$ cat src/rtl/riscv_pkg.sv
// Shared RV64 integer datapath types and sizes for the register file slice.
// Optional feature elsewhere in this slice: REGFILE_BYPASS_EN (write-through forwarding).
package riscv_pkg;

  localparam int XLEN  = 64;
  localparam int NREGS = 32;
  localparam int AW    = 5;

  typedef logic [XLEN-1:0] xlen_t;
  typedef logic [AW-1:0]   reg_addr_t;

  localparam reg_addr_t REG_ZERO = '0;

endpackage

$ cat src/rtl/regfile_read_port.sv
// One combinational register-file read port: address decode, x0 forcing, optional bypass.
// Define REGFILE_BYPASS_EN to forward the in-flight write data to this port.
module regfile_read_port
  import riscv_pkg::*;
(
  input  logic      rst_n,
  input  reg_addr_t addr,
  input  xlen_t     regs [NREGS],
`ifdef REGFILE_BYPASS_EN
  input  logic      we,
  input  reg_addr_t rw,
  input  xlen_t     din,
`endif
  output xlen_t     data
);

  always_comb begin
    data = '0;
    // Reset holds the port at zero, which also suppresses any forwarding.
    if (rst_n && (addr != REG_ZERO)) begin
      data = regs[addr];
`ifdef REGFILE_BYPASS_EN
      if (we && (rw == addr)) begin
        data = din;
      end
`endif
    end
  end

endmodule

$ cat src/rtl/riscv_regfile.sv
// RV64 integer register file: 32 x 64-bit, two combinational read ports, one write port.
// Build with REGFILE_BYPASS_EN to forward write data to matching read ports in the same cycle.
module riscv_regfile
  import riscv_pkg::*;
(
  input  logic      clk,
  input  logic      rst_n,
  input  reg_addr_t ra,
  input  reg_addr_t rb,
  input  reg_addr_t rw,
  input  logic      we,
  input  xlen_t     din,
  output xlen_t     da,
  output xlen_t     db
);

  xlen_t regs_view [NREGS];

  // x0 has no storage; it is a constant zero in the read view.
  assign regs_view[0] = '0;

  for (genvar gi = 1; gi < NREGS; gi++) begin : g_reg
    xlen_t q_reg;

    // An unknown rw makes the decode compare unknown, so the write is not taken.
    always_ff @(posedge clk or negedge rst_n) begin
      if (!rst_n) begin
        q_reg <= '0;
      end else if (we && (rw == reg_addr_t'(gi))) begin
        q_reg <= din;
      end
    end

    assign regs_view[gi] = q_reg;
  end

  regfile_read_port u_port_a (
    .rst_n (rst_n),
    .addr  (ra),
    .regs  (regs_view),
`ifdef REGFILE_BYPASS_EN
    .we    (we),
    .rw    (rw),
    .din   (din),
`endif
    .data  (da)
  );

  regfile_read_port u_port_b (
    .rst_n (rst_n),
    .addr  (rb),
    .regs  (regs_view),
`ifdef REGFILE_BYPASS_EN
    .we    (we),
    .rw    (rw),
    .din   (din),
`endif
    .data  (db)
  );

endmodule

$ cat config.mk
export PLATFORM = sky130hd
export DESIGN_NAME = riscv_regfile
export DESIGN_NICKNAME = d
export VERILOG_FILES = /design/src/rtl/riscv_pkg.sv /design/src/rtl/regfile_read_port.sv /design/src/rtl/riscv_regfile.sv
export SDC_FILE = /design/constraint.sdc
export NUM_CORES = 2
export LEC_CHECK = 0
export CAP_MARGIN = 20
export CORE_ASPECT_RATIO = 1.75
export CORE_UTILIZATION = 55
export DETAILED_ROUTE_END_ITERATION = 8
export PLACE_DENSITY = 0.68
export SKIP_LAST_GASP = 1
export SYNTH_ARGS = -nofsm -noshare
export SYNTH_HDL_FRONTEND = slang
export SYNTH_HIERARCHICAL = 1
export SYNTH_SLANG_ARGS = --single-unit
$ cat constraint.sdc
create_clock -name clk -period 5.6 [get_ports clk]
set_input_delay 0.56 -clock clk [delete_from_list [all_inputs] [get_ports clk]]
set_output_delay 0.56 -clock clk [all_outputs]
set_load 0.01 [all_outputs]
==> run_results.csv <==
group,metric,value,unit
sta,setup-tns-final,0,ps
clocking,clk_latency,850,ps
clocking,htree_levels,4,
sta,fin_crit,4937,ps
final_layout,area_growth,10.89,%
die,chipHeight,582.7,um
sta,fmax,202.5,MHz
clocking,clk_pin_slew,70,ps
clocking,cts_max_path_buffers,4,
drt,vias_per_cell,7.229,
die,core_region_area,191000,sq um
place,port_buffers,209,
outcome,status,"finished clean",
sta,finalHoldWorstSlack,260.3,ps
sta,rsz0062_at_grt,"no",
setup_path,cp_top_family,"buffers and inverters",
global_routing,grt_antenna_before_repair,28,
setup_path,criticalPathCategory,"in -> out",
yosys,synthCells,7020,
final_layout,multiInputGateArea,53320,sq um
clocking,clock_sinks,1984,
die,die_area,194500,sq um
drt,wl_per_cell,36.40,um
setup_path,worstPathCellList,"clkdlybuf4s50_1, and2_4, buf_12, a22o_1, a211oi_1, nor3_1, clkdlybuf4s50_1",
global_routing,grt_pass1_vias,72280,
setup_path,reg2reg_depth,1,
clocking,numCtsBuffers,194,
setup_path,cpMostUsedCell,"clkdlybuf4s50_1",
yosys,ys_types,39,
die,die_w,333.8,um
final_layout,largest_reg_flops,1984,
place,globalplace.congestion,0.8412,
yosys,synth_seq_area_share,46.85,%
global_routing,grt-ovfl-total,0,
power_and_ir_drop,powerDensity,351.3,nW/um^2
sta,tightestPinTransition,1206,ps
place,dp_hpwl,196200,um
power_and_ir_drop,peakVddDrop,0.2956,mV
power_and_ir_drop,p_total,0.04128,W
yosys,synthesis.area,106000,sq um
drt,top_layer,"met5",
sta,fin_skew,0,ps
setup_path,r2r_slack,4790,ps
clocking,post-cts-setup-buffer-count,0,
power_and_ir_drop,leakagePower,50.75,nW
sta,finalMaxSlewViolations,0,
drt,wl_met1,130900,um
drt,vias,69461,
die,initial_core_util,55.49,%
setup_path,crit-reg2reg-capture,"g_reg[1].q_reg[37]",
setup_path,end_kind,"output port",
drt,dr_wl_met3,27480,um
sta,hold_viol_final,0,
job,drv_cap,0,
drt,wl_met2,172000,um
drt,ant_nets,0,
yosys,ys_ff_latch,1984,
setup_path,cp_slowest_cell,"clkdlybuf4s50_1",
yosys,synth_enable_flop_cells,0,
drt,routed_wl,349800,um
die,rows,212,
final_layout,seq_area,49650,sq um
final_layout,drive_above_1_share,47.95,%
sta,timing.final.ws_setup,662.6,ps
yosys,synth.avg_cell_area,15.10,sq um
sta,slew_headroom,19.39,%
setup_path,cp-start-kind,"input pin",
drt,drc,0,
die,io_pins,210,
yosys,yosysWarningCount,6,
drt,drtIter0Drc,6372,
setup_path,worst_ep_arrival_time,4380,ps
setup_path,worst-path-buf-inv,3,
global_routing,grt_pass1_wl,511100,um
global_routing,grt_start_max_net_pins,162,
sta,period_share,88.17,%
place,dp_slack,694.4,ps
yosys,synth_ff_type,"dfrtp_1",
sta,setup_viol,0,
hold_path,hp-class,"in -> async",
yosys,ys_top_cells_by_area,"dfrtp_1 (47%), mux2_2 (21%), mux4_2 (16%)",
clocking,cts-root-buf,"clkbuf_16",
setup_path,reg2reg_from,"g_reg[1].q_reg[37]",
final_layout,final_util,61.53,%
yosys,synth-async-reset-ratio,100.0,%
final_layout,nFillCells,14389,
setup_path,path_max_fanout,43,
yosys,netlist.area_leader.share,46.85,%
drt,dr.pass1.iters,6,
setup_path,max_stage_delay,1030,ps
setup_path,worstPathRequired,5040,ps
final_layout,final_nets,7072,
clocking,cts_tree,"built",
global_routing,grt_usage,36.13,%
yosys,synth_top_cell_by_area,"dfrtp_1",
==> worst max path at each step <==
stage | from | endpoint | slack [ps] | cells after the start
3_3_place_gp | rb[3] | db[31] | 730 | 7
6_report | rb[3] | db[39] | 660 | 7
3_5_place_dp | rb[3] | db[31] | 690 | 7
4_1_cts | rb[3] | db[31] | 680 | 7
5_1_grt | rb[3] | db[11] | 730 | 8
2_1_floorplan | ra[2] | da[26] | 2860 | 7
==> where the power goes <==
group	total (W)	switching [W]	internal, W
sequential	0.0191	0.00199	0.0171
clock	0.0135	0.00583	0.00767
combinational	0.00864	0.00357	0.00507
==> metrics by stage <==
step | cells | area [sq um]
after global placement | 9240 | 110800
after CTS | 9580 | 117200
after global routing | 9603 | 117500
after detailed placement | 9240 | 110800
after floorplan | 7147 | 106400
final | 9608 | 117500
==> repair_timing <==
| action | in CTS | in global routing |
|---|---|---|
| endpoints found under the hold margin | 55 | 0 |
| hold buffers | 1 | 0 |
| resized for setup | 0 | 0 |
==> final cells by class <==
type / count / share of cell area [%]
Antenna cell: 14 / 0.02981
Clock inverter: 51 / 0.4525
Tap cell: 2461 / 2.620
Sequential cell: 1984 / 42.25
Clock buffer: 288 / 4.990
Timing Repair Buffer: 449 / 4.274
Inverter: 2 / 0.006389
Multi-Input combinational cell: 4359 / 45.38
==> synthesized netlist by cell type, drive strengths merged (4+ instances only) <==
cell type and number:
dfrtp 1984, mux2 1984, mux4 770, mux2i 508
clkbuf 416, buf 386, a22o 252, nor3 129
a2111oi 126, a211oi 126, o221ai 126, o22ai 126
nand2 18, nor2 15, nand3 8, nor2b 6
nand4 5, or3 5, nand3b 4, or3b 4
==> cell usage in the layout, fill, tap and decap left out, types with 126 or more instances in the layout <==
| cell type | instances |
|---|---|
| conb_1 | 128 |
| nor3_1 | 128 |
| o221ai_1 | 126 |
| o22ai_1 | 126 |
| buf_4 | 154 |
| mux2i_1 | 508 |
| mux2_2 | 1984 |
| clkdlybuf4s50_1 | 200 |
| mux4_2 | 770 |
| dfrtp_1 | 1984 |
| a22o_1 | 252 |
| a211oi_1 | 126 |
| clkbuf_16 | 200 |
==> logic make-up (layout without fill, tap and decap cells) <==
family | after synthesis | in the layout | share of synthesized area [%]
other | 1 | 142 | 0.003539
DFF | 1984 | 1984 | 46.85
and+or+nand+nor | 207 | 207 | 1.060
muxes | 3262 | 3262 | 42.25
AOI/OAI and AO/OA | 762 | 762 | 6.260
buffers and inverters | 804 | 790 | 3.580
==> per-layer routing <==
layer / track usage (%) / vias to the layer above
li1: - / 27420
met1: 46.56 / 37627
met5: 0 / -
met2: 59.50 / 3383
met4: 17.46 / 20
met3: 6.103 / 1011
Note: power is estimated with default switching activity, not from simulation.
